--- src/rtl/rhs_cfg_pkg.sv ---
// Shared constants for the RHS configuration register block:
// register byte offsets, field widths, ctrl bit indices, AXI resp codes.
package rhs_cfg_pkg;

    // Register byte offsets (only [5:2] are decoded)
    localparam logic [5:0] RHS_REG_CTRL      = 6'h00;
    localparam logic [5:0] RHS_REG_STIM_MAG  = 6'h04;
    localparam logic [5:0] RHS_REG_PKT_LEN   = 6'h08;
    localparam logic [5:0] RHS_REG_ZCHECK    = 6'h0C;
    localparam logic [5:0] RHS_REG_STIM_CH   = 6'h10;
    localparam logic [5:0] RHS_REG_PULSE_W   = 6'h14;
    localparam logic [5:0] RHS_REG_IPD       = 6'h18;
    localparam logic [5:0] RHS_REG_NUM_PULSE = 6'h1C;
    localparam logic [5:0] RHS_REG_STATUS    = 6'h20;

    // Field widths
    localparam int CTRL_W      = 6;
    localparam int STIM_MAG_W  = 32;
    localparam int PKT_LEN_W   = 8;
    localparam int ZCHECK_W    = 10;
    localparam int STIM_CH_W   = 11;
    localparam int PULSE_W_W   = 16;
    localparam int IPD_W       = 16;
    localparam int NUM_PULSE_W = 8;
    localparam int STATUS_W    = 3;

    // ctrl_o bit indices
    localparam int CTRL_GO       = 0;
    localparam int CTRL_INIT     = 1;
    localparam int CTRL_MAG_SET  = 2;
    localparam int CTRL_STIM_EN  = 3;
    localparam int CTRL_RSVD     = 4;
    localparam int CTRL_LOOPBACK = 5;

    // status_i bit indices
    localparam int STAT_BUSY        = 0;
    localparam int STAT_STIM_ACTIVE = 1;
    localparam int STAT_ERROR       = 2;

    // AXI response codes
    localparam logic [1:0] RESP_OKAY   = 2'b00;
    localparam logic [1:0] RESP_SLVERR = 2'b10;

    // Byte-lane merge of new data over an old word
    function automatic logic [31:0] apply_strb(
        input logic [31:0] old_v,
        input logic [31:0] new_v,
        input logic [3:0]  strb
    );
        logic [31:0] res;
        res = old_v;
        for (int i = 0; i < 4; i++) begin
            if (strb[i]) begin
                res[8*i +: 8] = new_v[8*i +: 8];
            end
        end
        return res;
    endfunction

endpackage

--- src/rtl/rhs_axil_cfg_regs_axil_wr_join.sv ---
// AXI-Lite AW/W skid-and-join: captures each beat independently and
// raises commit_o while both are held and no response is outstanding.
// Ports: clk/rst; AW and W channels; resp_busy_i (bvalid),
// resp_done_i (B handshake); commit_o with held addr/data/strb.
module axil_wr_join #(
    parameter int ADDR_W = 6,
    parameter int DATA_W = 32
) (
    input  logic                clk,
    input  logic                rst,
    input  logic [ADDR_W-1:0]   awaddr,
    input  logic                awvalid,
    output logic                awready,
    input  logic [DATA_W-1:0]   wdata,
    input  logic [DATA_W/8-1:0] wstrb,
    input  logic                wvalid,
    output logic                wready,
    input  logic                resp_busy_i,
    input  logic                resp_done_i,
    output logic                commit_o,
    output logic [ADDR_W-1:0]   addr_o,
    output logic [DATA_W-1:0]   data_o,
    output logic [DATA_W/8-1:0] strb_o
);

    logic                aw_full_q, aw_full_d;
    logic                w_full_q, w_full_d;
    logic [ADDR_W-1:0]   addr_q, addr_d;
    logic [DATA_W-1:0]   data_q, data_d;
    logic [DATA_W/8-1:0] strb_q, strb_d;

    // Beats stay held through the response so only one write is in flight
    assign awready  = !aw_full_q;
    assign wready   = !w_full_q;
    assign commit_o = aw_full_q && w_full_q && !resp_busy_i;
    assign addr_o   = addr_q;
    assign data_o   = data_q;
    assign strb_o   = strb_q;

    always_comb begin
        aw_full_d = aw_full_q;
        w_full_d  = w_full_q;
        addr_d    = addr_q;
        data_d    = data_q;
        strb_d    = strb_q;
        if (resp_done_i) begin
            aw_full_d = 1'b0;
            w_full_d  = 1'b0;
        end else begin
            if (awvalid && awready) begin
                aw_full_d = 1'b1;
                addr_d    = awaddr;
            end
            if (wvalid && wready) begin
                w_full_d = 1'b1;
                data_d   = wdata;
                strb_d   = wstrb;
            end
        end
    end

    always_ff @(posedge clk or posedge rst) begin
        if (rst) begin
            aw_full_q <= 1'b0;
            w_full_q  <= 1'b0;
            addr_q    <= '0;
            data_q    <= '0;
            strb_q    <= '0;
        end else begin
            aw_full_q <= aw_full_d;
            w_full_q  <= w_full_d;
            addr_q    <= addr_d;
            data_q    <= data_d;
            strb_q    <= strb_d;
        end
    end

endmodule

--- src/rtl/rhs_axil_cfg_regs.sv ---
// AXI4-Lite register file for RHS stim/acquisition config; status at 0x20.
// Ports: aclk/areset, AXI-Lite slave, config outputs, status_i, cfg_wr_o.
// Macro RHS_CFG_SLVERR_EN: SLVERR on unmapped access / locked writes.
module rhs_axil_cfg_regs
    import rhs_cfg_pkg::*;
#(
    parameter int ADDR_W = 6,
    parameter int DATA_W = 32
) (
    input  logic                   aclk,
    input  logic                   areset,
    input  logic [ADDR_W-1:0]      s_axil_awaddr,
    input  logic                   s_axil_awvalid,
    output logic                   s_axil_awready,
    input  logic [DATA_W-1:0]      s_axil_wdata,
    input  logic [DATA_W/8-1:0]    s_axil_wstrb,
    input  logic                   s_axil_wvalid,
    output logic                   s_axil_wready,
    output logic [1:0]             s_axil_bresp,
    output logic                   s_axil_bvalid,
    input  logic                   s_axil_bready,
    input  logic [ADDR_W-1:0]      s_axil_araddr,
    input  logic                   s_axil_arvalid,
    output logic                   s_axil_arready,
    output logic [DATA_W-1:0]      s_axil_rdata,
    output logic [1:0]             s_axil_rresp,
    output logic                   s_axil_rvalid,
    input  logic                   s_axil_rready,
    output logic [CTRL_W-1:0]      ctrl_o,
    output logic [STIM_MAG_W-1:0]  stim_mag_o,
    output logic [PKT_LEN_W-1:0]   pkt_len_o,
    output logic [ZCHECK_W-1:0]    zcheck_o,
    output logic [STIM_CH_W-1:0]   stim_ch_o,
    output logic [PULSE_W_W-1:0]   pulse_w_o,
    output logic [IPD_W-1:0]       ipd_o,
    output logic [NUM_PULSE_W-1:0] num_pulse_o,
    input  logic [STATUS_W-1:0]    status_i,
    output logic                   cfg_wr_o
);

    localparam logic [3:0] IDX_CTRL   = RHS_REG_CTRL[5:2];
    localparam logic [3:0] IDX_MAG    = RHS_REG_STIM_MAG[5:2];
    localparam logic [3:0] IDX_PKT    = RHS_REG_PKT_LEN[5:2];
    localparam logic [3:0] IDX_ZCHK   = RHS_REG_ZCHECK[5:2];
    localparam logic [3:0] IDX_CH     = RHS_REG_STIM_CH[5:2];
    localparam logic [3:0] IDX_PW     = RHS_REG_PULSE_W[5:2];
    localparam logic [3:0] IDX_IPD    = RHS_REG_IPD[5:2];
    localparam logic [3:0] IDX_NPULSE = RHS_REG_NUM_PULSE[5:2];
    localparam logic [3:0] IDX_STATUS = RHS_REG_STATUS[5:2];

    logic [CTRL_W-1:0]      ctrl_q, ctrl_d;
    logic [STIM_MAG_W-1:0]  stim_mag_q, stim_mag_d;
    logic [PKT_LEN_W-1:0]   pkt_len_q, pkt_len_d;
    logic [ZCHECK_W-1:0]    zcheck_q, zcheck_d;
    logic [STIM_CH_W-1:0]   stim_ch_q, stim_ch_d;
    logic [PULSE_W_W-1:0]   pulse_w_q, pulse_w_d;
    logic [IPD_W-1:0]       ipd_q, ipd_d;
    logic [NUM_PULSE_W-1:0] num_pulse_q, num_pulse_d;
    logic                   cfg_wr_q, cfg_wr_d;
    logic                   bvalid_q, bvalid_d;
    logic [1:0]             bresp_q, bresp_d;
    logic                   rvalid_q, rvalid_d;
    logic [1:0]             rresp_q, rresp_d;
    logic [DATA_W-1:0]      rdata_q, rdata_d;

    logic                   commit;
    logic [ADDR_W-1:0]      wr_addr;
    logic [DATA_W-1:0]      wr_data;
    logic [DATA_W/8-1:0]    wr_strb;
    logic [3:0]             wr_off;
    logic [3:0]             rd_off;
    logic [31:0]            wr_val;
    logic                   wr_err;
    logic                   rd_err;
    logic                   ar_hs;
    logic [31:0]            reg_rd [16];
    logic                   unused_addr;

    axil_wr_join #(
        .ADDR_W (ADDR_W),
        .DATA_W (DATA_W)
    ) u_wr_join (
        .clk         (aclk),
        .rst         (areset),
        .awaddr      (s_axil_awaddr),
        .awvalid     (s_axil_awvalid),
        .awready     (s_axil_awready),
        .wdata       (s_axil_wdata),
        .wstrb       (s_axil_wstrb),
        .wvalid      (s_axil_wvalid),
        .wready      (s_axil_wready),
        .resp_busy_i (bvalid_q),
        .resp_done_i (bvalid_q && s_axil_bready),
        .commit_o    (commit),
        .addr_o      (wr_addr),
        .data_o      (wr_data),
        .strb_o      (wr_strb)
    );

    assign wr_off      = wr_addr[5:2];
    assign rd_off      = s_axil_araddr[5:2];
    assign unused_addr = ^{wr_addr[1:0], s_axil_araddr[1:0]};
    assign ar_hs       = s_axil_arvalid && s_axil_arready;

    // Zero-extended view of every offset, shared by reads and
    // the read-modify-write used for partial strobes
    always_comb begin
        for (int i = 0; i < 16; i++) begin
            reg_rd[i] = '0;
        end
        reg_rd[IDX_CTRL]   = 32'(ctrl_q);
        reg_rd[IDX_MAG]    = 32'(stim_mag_q);
        reg_rd[IDX_PKT]    = 32'(pkt_len_q);
        reg_rd[IDX_ZCHK]   = 32'(zcheck_q);
        reg_rd[IDX_CH]     = 32'(stim_ch_q);
        reg_rd[IDX_PW]     = 32'(pulse_w_q);
        reg_rd[IDX_IPD]    = 32'(ipd_q);
        reg_rd[IDX_NPULSE] = 32'(num_pulse_q);
        reg_rd[IDX_STATUS] = 32'(status_i);
    end

    assign wr_val = apply_strb(reg_rd[wr_off], wr_data, wr_strb);

`ifdef RHS_CFG_SLVERR_EN
    // Stim parameters are locked while a stimulation is running
    assign wr_err = (wr_off > IDX_STATUS)
                 || (status_i[STAT_STIM_ACTIVE]
                     && wr_off >= IDX_MAG
                     && wr_off <= IDX_NPULSE);
    assign rd_err = rd_off > IDX_STATUS;
`else
    assign wr_err = 1'b0;
    assign rd_err = 1'b0;
`endif

    always_comb begin
        ctrl_d      = ctrl_q;
        stim_mag_d  = stim_mag_q;
        pkt_len_d   = pkt_len_q;
        zcheck_d    = zcheck_q;
        stim_ch_d   = stim_ch_q;
        pulse_w_d   = pulse_w_q;
        ipd_d       = ipd_q;
        num_pulse_d = num_pulse_q;
        cfg_wr_d    = 1'b0;
        bvalid_d    = bvalid_q;
        bresp_d     = bresp_q;
        if (commit) begin
            bvalid_d = 1'b1;
            bresp_d  = wr_err ? RESP_SLVERR : RESP_OKAY;
            cfg_wr_d = !wr_err;
            if (!wr_err) begin
                case (wr_off)
                    IDX_CTRL:   ctrl_d      = wr_val[CTRL_W-1:0];
                    IDX_MAG:    stim_mag_d  = wr_val[STIM_MAG_W-1:0];
                    IDX_PKT:    pkt_len_d   = wr_val[PKT_LEN_W-1:0];
                    IDX_ZCHK:   zcheck_d    = wr_val[ZCHECK_W-1:0];
                    IDX_CH:     stim_ch_d   = wr_val[STIM_CH_W-1:0];
                    IDX_PW:     pulse_w_d   = wr_val[PULSE_W_W-1:0];
                    IDX_IPD:    ipd_d       = wr_val[IPD_W-1:0];
                    IDX_NPULSE: num_pulse_d = wr_val[NUM_PULSE_W-1:0];
                    default:    ;
                endcase
            end
        end else if (bvalid_q && s_axil_bready) begin
            bvalid_d = 1'b0;
        end
    end

    // Read samples the pre-edge registers, so a same-cycle
    // commit to the same offset returns the old value
    always_comb begin
        rvalid_d = rvalid_q;
        rresp_d  = rresp_q;
        rdata_d  = rdata_q;
        if (ar_hs) begin
            rvalid_d = 1'b1;
            rresp_d  = rd_err ? RESP_SLVERR : RESP_OKAY;
            rdata_d  = rd_err ? '0 : reg_rd[rd_off];
        end else if (rvalid_q && s_axil_rready) begin
            rvalid_d = 1'b0;
        end
    end

    always_ff @(posedge aclk or posedge areset) begin
        if (areset) begin
            ctrl_q      <= '0;
            stim_mag_q  <= '0;
            pkt_len_q   <= '0;
            zcheck_q    <= '0;
            stim_ch_q   <= '0;
            pulse_w_q   <= '0;
            ipd_q       <= '0;
            num_pulse_q <= '0;
            cfg_wr_q    <= 1'b0;
            bvalid_q    <= 1'b0;
            bresp_q     <= RESP_OKAY;
            rvalid_q    <= 1'b0;
            rresp_q     <= RESP_OKAY;
            rdata_q     <= '0;
        end else begin
            ctrl_q      <= ctrl_d;
            stim_mag_q  <= stim_mag_d;
            pkt_len_q   <= pkt_len_d;
            zcheck_q    <= zcheck_d;
            stim_ch_q   <= stim_ch_d;
            pulse_w_q   <= pulse_w_d;
            ipd_q       <= ipd_d;
            num_pulse_q <= num_pulse_d;
            cfg_wr_q    <= cfg_wr_d;
            bvalid_q    <= bvalid_d;
            bresp_q     <= bresp_d;
            rvalid_q    <= rvalid_d;
            rresp_q     <= rresp_d;
            rdata_q     <= rdata_d;
        end
    end

    assign s_axil_arready = !rvalid_q;
    assign s_axil_rvalid  = rvalid_q;
    assign s_axil_rresp   = rresp_q;
    assign s_axil_rdata   = rdata_q;
    assign s_axil_bvalid  = bvalid_q;
    assign s_axil_bresp   = bresp_q;
    assign cfg_wr_o       = cfg_wr_q;
    assign ctrl_o         = ctrl_q;
    assign stim_mag_o     = stim_mag_q;
    assign pkt_len_o      = pkt_len_q;
    assign zcheck_o       = zcheck_q;
    assign stim_ch_o      = stim_ch_q;
    assign pulse_w_o      = pulse_w_q;
    assign ipd_o          = ipd_q;
    assign num_pulse_o    = num_pulse_q;

endmodule
--- config.mk ---
export PLATFORM = sky130hd
export DESIGN_NAME = rhs_axil_cfg_regs
export DESIGN_NICKNAME = d
export VERILOG_FILES = /design/src/rtl/rhs_cfg_pkg.sv /design/src/rtl/rhs_axil_cfg_regs_axil_wr_join.sv /design/src/rtl/rhs_axil_cfg_regs.sv
export SDC_FILE = /design/constraint.sdc
export NUM_CORES = 1
export LEC_CHECK = 0
export ABC_CLOCK_PERIOD_IN_PS = 5350
export CAP_MARGIN = 5
export CORE_ASPECT_RATIO = 0.9
export CORE_UTILIZATION = 55
export DETAILED_ROUTE_END_ITERATION = 8
export DONT_BUFFER_PORTS = 1
export GPL_ROUTABILITY_DRIVEN = 0
export GPL_TIMING_DRIVEN = 1
export PLACE_DENSITY = 0.75
export SLEW_MARGIN = 20
export SYNTH_ARGS = -nofsm -noshare
export SYNTH_HDL_FRONTEND = slang
export SYNTH_SLANG_ARGS = --single-unit
export TNS_END_PERCENT = 10
--- constraint.sdc ---
create_clock -name aclk -period 5.35 [get_ports aclk]
set_input_delay 0.535 -clock aclk [delete_from_list [all_inputs] [get_ports aclk]]
set_output_delay 0.535 -clock aclk [all_outputs]
set_load 0.01 [all_outputs]
==> flow_metrics.py <==
metrics = {
    "clock_tree": {
        "post_cts_buffers": 0,
        "clkTransAtPathRegs_ns": 0.07,
        "cts.htree.levels": 4,
        "cts_tree": "yes",
        "cts_buffers": 17,
        "clk_path_buf_depth": 2,
        "worstSkewPairLatency_ns": 0.42,
        "postCtsHoldBufs": 0,
        "cts-resized-gates": 0,
        "cts_sinks": 184,
        "cts_root_buf": "clkbuf_16",
    },
    "logic_synthesis": {
        "ys_seq_area_share_pct": 52.1,
        "yosysTopAreaCellShare_pct": 52.1,
        "synthFlopType": "dfrtp_1",
        "synth_edf_count": 0,
        "syn_avg_cell_area_um2": 12.2,
        "yosysWarnings": 0,
        "async_reset_ff_share_pct": 100,
        "syn_inst": 724,
        "synth_seq_cells": 184,
        "synth_area_leader_cell": "dfrtp_1",
        "ys_top_cells_by_area": "dfrtp_1, mux2_2, mux2i_1, mux2_1, nand2_1",
        "synth_area_um2": 8840,
        "yosysUniqueCellTypes": 64,
    },
    "run": {
        "maxCapViolations": 0,
    },
    "critical_path": {
        "rr_worst_depth": 4,
        "crit_path_start_kind": "flop",
        "r2r_end": "stim_ch_o[2]",
        "worstSetupPathType": "flop to flop",
        "end_kind": "flop",
        "arrival_ns": 2.93,
        "path_max_fanout": 17,
        "cp-startpoint": "u_wr_join.addr_o[4]",
        "r2r_slack_ns": 2.73,
        "crit_required_ns": 5.65,
        "endpoint": "stim_ch_o[2]",
        "rr_startpoint": "u_wr_join.addr_o[4]",
    },
    "placed_design": {
        "pre_cts_slack_ns": 2.78,
        "dpl.cell_count": 886,
        "hpwl_um": 16000,
        "numPortBuffers": 0,
    },
    "status": {
        "outcome": "complete, no violations",
    },
    "sta": {
        "fin_skew_ns": 0.00962,
        "rsz0062_at_grt": "no",
        "setup_viol": 0,
        "period_share_pct": 49.0,
        "tns_ns": 0,
        "max_clock_freq_mhz": 381,
        "maxSlewHeadroom_pct": 29.4,
        "worst_slack_ns": 2.73,
        "min_period_ns": 2.62,
        "tightest_slew_ns": 1.06,
        "drv_slew": 0,
        "hold_viol": 0,
    },
    "route": {
        "antenna_left": 0,
        "drtPass1Iterations": 5,
        "routed_wl_um": 23300,
        "drc": 0,
        "wire_per_inst_um": 25.4,
        "drt-initial-drc-count": 465,
        "via_per_inst": 6.58,
        "vias": 6044,
    },
    "pwr": {
        "p_leak_nw": 4.21,
        "powerDensity_nw_per_um2": 603,
        "vdd_drop_max_mv": 0.455,
    },
    "die": {
        "die_y_um": 122,
        "core_um2": 15500,
        "ios": 207,
        "num_rows": 43,
        "die_area_um2": 16600,
        "dieWidth_um": 136,
        "initial_utilization_pct": 56.9,
    },
    "cells_and_area": {
        "syn2layout_area_growth_pct": 7.56,
        "fin_nets": 761,
        "most-common-layout-cells": "dfrtp_1, mux2_2, nand2_1",
        "fillers": 1190,
        "final_common_cell": "dfrtp_1",
        "utilization_pct": 61.2,
        "fin_cells": 919,
        "drive_gt1_share_pct": 20.5,
    },
    "global_route": {
        "grt_pass1_vias": 6281,
        "grt_overflow": 0,
        "grt_max_degree": 185,
        "grt_use_total_pct": 29.3,
        "grt_pass1_wl_um": 35800,
        "antenna_found_initial": 1,
    },
    "worst_hold_path": {
        "hold_class": "input pin to flop",
    },
}
## report_power, final
group	leakage (nW)	internal (mW)	switching, mW
combinational	1.54	0.787	0.909
clock	0.305	0.820	0.527
sequential	2.37	1.89	0.802
total	4.21	3.50	2.24
## state kept, by name (all words and copies together), names as in the netlist
signal and flops:
pkt_len_o 8, ipd_o 16, stim_ch_o 11, s_axil_bvalid 1, u_wr_join.data_o 32, cfg_wr_o 1, num_pulse_o 8, ctrl_o 6
u_wr_join.addr_o 4, s_axil_rvalid 1, zcheck_o 10, u_wr_join.w_full_q 1, s_axil_rdata 32, u_wr_join.aw_full_q 1, u_wr_join.strb_o 4, pulse_w_o 16
stim_mag_o 32
## logic make-up (layout without fill, tap and decap cells)
| group | after synthesis | count (layout) | share of synthesized area [%] |
|---|---|---|---|
| AO/OA/AOI/OAI | 166 | 166 | 13.1 |
| buffers and inverters | 63 | 52 | 4.12 |
| flip-flops | 184 | 184 | 52.1 |
| multiplexers | 166 | 166 | 21.3 |
| other | 1 | 5 | 0.0424 |
| AND/OR/NAND/NOR | 144 | 144 | 9.41 |
## metrics by stage
stage / power, mW / area [um^2] / hold WS (ns)
6_report: 5.74 / 9510 / 0.206
5_1_grt: 6.05 / 9510 / 0.181
4_1_cts: 5.74 / 9510 / 0.185
3_5_place_dp: 4.38 / 8870 / 0.466
3_3_place_gp: 4.26 / 8870 / 0.459
2_1_floorplan: 3.91 / 8860 / 0.452
## synth_stat cells, types with 2 or more instances
master / n
a21boi_0: 4
a21oi_1: 24
a221o_1: 2
a221oi_1: 4
a22o_1: 18
a22oi_1: 25
a32oi_2: 7
and2_1: 5
and3b_1: 5
buf_1: 2
buf_2: 15
buf_4: 9
buf_6: 7
buf_8: 2
clkbuf_1: 14
dfrtp_1: 184
inv_1: 13
mux2_1: 37
mux2_2: 77
mux2i_1: 45
mux4_2: 6
nand2_1: 58
nand2_4: 2
nand2b_1: 5
nand3_1: 4
nand3b_1: 5
nand4b_1: 2
nor2_1: 23
nor2b_1: 14
nor3_1: 4
nor3b_2: 2
nor4_1: 2
nor4b_4: 2
o21a_1: 2
o21ai_0: 29
o21ai_1: 26
o22ai_1: 2
o2bb2ai_1: 2
o31ai_1: 7
o41ai_1: 4
## worst max-delay path: stages (launching register included)
cell and delay, ns:
dfrtp_1 0.60, buf_4 0.33, nand2b_1 0.20, or4_1 0.88, mux2_1 0.48
## how the worst min path moves through the flow
| stage | endpoint | slack, ns | from | cells past startpoint |
|---|---|---|---|---|
| floorplan | stim_mag_o[16] | 0.45 | u_wr_join.data_o[16] | 1 |
| global placement | stim_mag_o[23] | 0.46 | u_wr_join.data_o[23] | 1 |
| detailed placement | stim_mag_o[17] | 0.47 | u_wr_join.data_o[17] | 1 |
| CTS | s_axil_rdata[14] | 0.18 | s_axil_araddr[5] | 1 |
| global route | s_axil_rdata[14] | 0.18 | s_axil_araddr[5] | 1 |
| finish | s_axil_rdata[14] | 0.21 | s_axil_araddr[5] | 1 |
## area by class of cell
| cell class | instances | area (um^2) | area share [%] |
|---|---|---|---|
| inverter | 14 | 56.3 | 0.592 |
| clock buffer | 21 | 470 | 4.95 |
| timing repair buffer | 6 | 57.6 | 0.605 |
| tap | 202 | 253 | 2.66 |
| multi-input combinational | 480 | 3900 | 41.0 |
| antenna | 1 | 2.50 | 0.0263 |
| clock inverter | 11 | 170 | 1.79 |
| sequential | 184 | 4610 | 48.4 |
## metal layers
| layer | part of all wire (%) | track usage [%] | vias up | wire length, um |
|---|---|---|---|---|
| met5 | 0 | 0 | - | 0 |
| met4 | 1.5 | 9.69 | 0 | 349 |
| met3 | 9.3 | 9.21 | 25 | 2170 |
| met2 | 49 | 46.7 | 287 | 11300 |
| met1 | 41 | 38.1 | 3119 | 9490 |
| li1 | - | - | 2613 | - |
(Power assumes the default switching activity.)
